**src/rtl/pixel_hit_tot_buffer.sv**
```systemverilog
// Per-pixel hit processor: synchronizes the hit level, measures ToT in BX cycles,
// timestamps the leading edge and queues completed hits in a small FWFT FIFO.
`timescale 1ns/1ps
module pixel_hit_tot_buffer #(
  parameter int unsigned TOT_W   = 4,
  parameter int unsigned TOT_MAX = 15,
  parameter int unsigned TS_W    = 8,
  parameter int unsigned DEPTH   = 4
) (
  input  logic                   Clk,
  input  logic                   Reset,
  input  logic                   HitIn,
  input  logic                   PowerDown,
  input  logic [TS_W-1:0]        BcId,
  output logic [TS_W+TOT_W-1:0]  HitDataOut,
  output logic                   HitValid,
  input  logic                   HitRead,
  output logic                   Overflow,
  input  logic                   ClearOverflow,
  output logic                   Busy
);

  localparam int unsigned AW = $clog2(DEPTH);
  localparam int unsigned DW = TS_W + TOT_W;

  typedef enum logic {IDLE, COUNT} state_e;

  state_e           state_q, state_d;
  logic             hs_meta_q, hs_q;
  logic [TOT_W-1:0] tot_q, tot_d;
  logic [TS_W-1:0]  ts_q, ts_d;
  logic [DW-1:0]    mem_q [DEPTH];
  logic [AW:0]      wr_ptr_q, wr_ptr_d, rd_ptr_q, rd_ptr_d;
  logic             ovf_q, ovf_d;
  logic             commit, empty, full, pop, push, drop;

  always_ff @(posedge Clk or posedge Reset) begin
    if (Reset) begin
      hs_meta_q <= 1'b0;
      hs_q      <= 1'b0;
      state_q   <= IDLE;
      tot_q     <= '0;
      ts_q      <= '0;
      wr_ptr_q  <= '0;
      rd_ptr_q  <= '0;
      ovf_q     <= 1'b0;
    end else begin
      hs_meta_q <= HitIn;
      hs_q      <= hs_meta_q;
      state_q   <= state_d;
      tot_q     <= tot_d;
      ts_q      <= ts_d;
      wr_ptr_q  <= wr_ptr_d;
      rd_ptr_q  <= rd_ptr_d;
      ovf_q     <= ovf_d;
    end
  end

  // Storage needs no reset: HitDataOut is masked to zero whenever the FIFO is empty.
  always_ff @(posedge Clk) begin
    if (push) mem_q[wr_ptr_q[AW-1:0]] <= {ts_q, tot_q};
  end

  always_comb begin
    state_d = state_q;
    tot_d   = tot_q;
    ts_d    = ts_q;
    commit  = 1'b0;
    case (state_q)
      IDLE: begin
        if (!PowerDown && hs_q) begin
          state_d = COUNT;
          ts_d    = BcId;
          tot_d   = TOT_W'(1);
        end
      end
      COUNT: begin
        if (PowerDown) begin
          state_d = IDLE;
        end else if (hs_q) begin
          if (tot_q < TOT_W'(TOT_MAX)) tot_d = tot_q + 1'b1;
        end else begin
          commit  = 1'b1;
          state_d = IDLE;
        end
      end
      default: state_d = IDLE;
    endcase
  end

  // A pop in the same cycle frees the slot, so a commit into a full FIFO still lands.
  always_comb begin
    empty    = (wr_ptr_q == rd_ptr_q);
    full     = (wr_ptr_q[AW] != rd_ptr_q[AW]) && (wr_ptr_q[AW-1:0] == rd_ptr_q[AW-1:0]);
    pop      = HitRead && !empty;
    push     = commit && (!full || pop);
    drop     = commit && full && !pop;
    wr_ptr_d = push ? wr_ptr_q + 1'b1 : wr_ptr_q;
    rd_ptr_d = pop  ? rd_ptr_q + 1'b1 : rd_ptr_q;
    if (drop)               ovf_d = 1'b1;
    else if (ClearOverflow) ovf_d = 1'b0;
    else                    ovf_d = ovf_q;
  end

  always_comb begin
    HitValid   = !empty;
    HitDataOut = empty ? '0 : mem_q[rd_ptr_q[AW-1:0]];
    Overflow   = ovf_q;
    Busy       = (state_q == COUNT);
  end

endmodule

```
**config.mk**
```make
export PLATFORM = sky130hd
export DESIGN_NAME = pixel_hit_tot_buffer
export DESIGN_NICKNAME = d
export VERILOG_FILES = /design/src/rtl/pixel_hit_tot_buffer.sv
export SDC_FILE = /design/constraint.sdc
export NUM_CORES = 1
export LEC_CHECK = 0
export BUFFER_PORTS_ARGS = -buffer_cell sky130_fd_sc_hd__buf_2
export CAP_MARGIN = 20
export CORE_ASPECT_RATIO = 0.75
export CORE_UTILIZATION = 60
export DETAILED_ROUTE_END_ITERATION = 7
export PLACE_DENSITY = 0.81
export SLEW_MARGIN = 40
export SYNTH_ARGS = -nofsm -noshare
export SYNTH_HDL_FRONTEND = slang
export SYNTH_SLANG_ARGS = --single-unit
export TNS_END_PERCENT = 1
```
**constraint.sdc**
```tcl
create_clock -name Clk -period 3.5 [get_ports Clk]
set_clock_uncertainty 0.05 [all_clocks]
set_input_delay 0.35 -clock Clk [delete_from_list [all_inputs] [get_ports Clk]]
set_output_delay 0.35 -clock Clk [all_outputs]
set_load 0.02 [all_outputs]
```
==> flow_metrics.tcl <==
set metrics [dict create \
    status "finished clean" \
    numCtsBuffers 9 \
    chipHeight_um 62.5 \
    die_area_sq_um 5170 \
    fin_crit_ns 2.54 \
    fill_cells 266 \
    grt_antenna_before_repair 0 \
    synth_mux_area_share_pct 14.0 \
    timing.final.crit_share_pct 72.6 \
    row_count 21 \
    tns_ns 0 \
    syn_area_per_cell_sq_um 17.6 \
    worstPathArrival_ns 2.14 \
    coreArea_sq_um 4570 \
    synthCells 166 \
    startpoint_type "flip-flop" \
    hold_violations 0 \
    finalSetupViolations 0 \
    rsz0062_at_grt "no" \
    grt_overflow_total 0 \
    synth.cell_area_sq_um 2930 \
    maxCapViolCount 0 \
    synthToLayoutAreaGrowth_pct 15.8 \
    worst-slew-pin-transition_ns 0.658 \
    netlist.area_leader.share_pct 49.2 \
    power_density_nw_per_um2 822 \
    htreeDepth 3 \
    setup_slack_ns 0.958 \
    min_path_cells 1 \
    synth_nets 186 \
    grt_max_degree 23 \
    synth_compound_area_share_pct 3.03 \
    grt_pass1_wl_um 7480 \
    cts_tree "built" \
    rr_worst_depth 3 \
    max_freq_mhz 393 \
    synth_xor_area_share_pct 3.03 \
    remaining_drc_errors 0 \
    post-cts-setup-buffer-count 0 \
    clkLatencyLatePin_ns 0.34 \
    max_stage_delay_ns 0.71 \
    antennaDiodeCount 0 \
    synth_simple_gate_area_share_pct 7.22 \
    die_x_um 82.7 \
    clk_pin_slew_ns 0.07 \
    yosysMostFrequentCell "edfxtp_1" \
    ys_async_sr_fraction_pct 31.4 \
    synth_warnings 0 \
    final_nets 223 \
    port_buffers 28 \
    cts.sinks 70 \
    crit_path_end_kind "output port" \
    slew_headroom_pct 56.2 \
    grt_pass1_vias 1478 \
    synthAdderAreaFrac_pct 2.56 \
    critPathKind "flip-flop to output port" \
    final_area_sq_um 3390 \
    wl_um 4670 \
    via_count 1481 \
    ys_ff_latch 70 \
    ctsLongestPathBuffers 2 \
    power_leakage_uw 0.00127 \
    hp-class "primary input to flip-flop" \
    dp_hpwl_um 3000 \
    vdd_drop_max_mv 0.549 \
    drt.antenna.violating_nets 0 \
    synth_top_cell_by_area "edfxtp_1" \
    initial_core_util_pct 64.1 \
    place_area_sq_um 3130 \
    root_buffer "clkbuf_8" \
    synth_seq_area_share_pct 68.0 \
    globalplace.congestion 0.729 \
    ios 29 \
    crit_chain "buf_4, mux4_2, nor2b_1, buf_2" \
    synth_cell_types 32 \
    vias_per_cell 5.59 \
    first_pass_iters 4 \
    synth_top_family_by_area "multiplexers" \
    synthTopCellsByArea "edfxtp_1 49%, dfrtp_1 19%, mux4_2 9.2%" \
    cp_max_fo 11 \
    crit_slowest_cell "dfrtp_1" \
    synth_top_flop_cell "edfxtp_1" \
    worstPathRequired_ns 3.10 \
    grt_usage_pct 21.4 \
    drive_above_1_share_pct 38.0 \
    preCtsSetupSlack_ns 1.30 \
    synth_edf_count 48 \
    drt-initial-drc-count 88 \
    wl_per_cell_um 17.6 \
    ys_top_cells_by_count "48 x edfxtp_1, 22 x dfrtp_1, 14 x nor2b_1, 12 x mux4_2, 11 x mux2_2" \
    slew_viol_final 0 \
]
[per-stage QoR]
stage                     hold WS (ns)  cells  utilization [%]  total power, uW
after floorplan                  0.281    166                -             1800
after global placement           0.293    248             68.5             2000
after detailed placement         0.293    248             68.5             2030
after CTS                       0.0549    265             74.2             2810
after global routing            0.0495    265             74.2             2940
final                           0.0697    265             74.2             2790
[critical path, delay by kind of cell (launching register included)]
family / cells / cell delay [ns]
buffers and inverters: 2 / 0.44
flip-flops: 1 / 0.71
multiplexers: 1 / 0.51
AND/OR/NAND/NOR: 1 / 0.14
[power breakdown]
group / switching (uW) / internal (uW)
clock network: 288 / 494
registers: 147 / 984
logic: 467 / 406
total: 903 / 1880
[layout by cell type, fill, tap and decap left out, types with 3 or more instances in the layout]
| cell | instances |
|---|---|
| nand4_1 | 3 |
| nor2b_1 | 14 |
| ha_1 | 6 |
| mux4_2 | 12 |
| nand2_1 | 3 |
| and2_2 | 3 |
| edfxtp_1 | 48 |
| xnor2_1 | 5 |
| buf_4 | 4 |
| inv_1 | 6 |
| dfrtp_1 | 22 |
| clkbuf_8 | 10 |
| buf_2 | 28 |
| mux2_2 | 11 |
| bufinv_16 | 3 |
[per-layer routing]
layer | GRT usage [%] | wire length [um]
met1 | 28.4 | 2060
met2 | 32.3 | 2270
met3 | 8.47 | 287
met4 | 7.11 | 60
met5 | 0 | 0
[sequential cells by signal, summed over array words and instances (netlist names), 3 cells and up]
signal / flops
ts_q: 8
mem_q: 48
rd_ptr_q: 3
tot_q: 4
wr_ptr_q: 3
[timing repair]
item,in CTS,in global routing
gates resized for setup,0,0
hold endpoints to repair,20,0
setup endpoints to repair,0,0
hold buffers,1,0
[path summary, 6_finish.rpt]
kind / from / to / slack, ns
min in group asynchronous: Reset / rd_ptr_q[1]$_DFFE_PP0P_ / 0.55
worst min register to register: hs_meta_q$_DFF_PP0_ / hs_q$_DFF_PP0_ / 0.31
worst max-delay path: rd_ptr_q[0]$_DFFE_PP0P_ / HitDataOut[8] / 0.96
worst min-delay path: HitIn / hs_meta_q$_DFF_PP0_ / 0.07
worst max register to register: rd_ptr_q[1]$_DFFE_PP0P_ / mem_q[0][9]$_DFFE_PP_ / 1.33
max in group asynchronous: Reset / ts_q[7]$_DFFE_PP0P_ / 2.51
[cell families (layout without fill, tap and decap cells)]
group / count (synthesis) / in the layout
flip-flops: 70 / 70
adder cells (fa/ha/maj): 6 / 6
AND/OR/NAND/NOR: 34 / 34
buffers and inverters: 14 / 56
multiplexers: 24 / 24
AO/OA/AOI/OAI: 10 / 10
XOR/XNOR: 8 / 8
[cell type report]
class | instances | area (sq um) | share of cell area (%)
Tap cell | 57 | 71.3 | 2.10
Sequential cell | 70 | 1990 | 58.7
Clock inverter | 5 | 106 | 3.14
Multi-Input combinational cell | 82 | 873 | 25.8
Timing Repair Buffer | 33 | 180 | 5.31
Clock buffer | 11 | 141 | 4.17
Inverter | 7 | 26.3 | 0.775
Note: power is estimated with default switching activity, not from simulation.
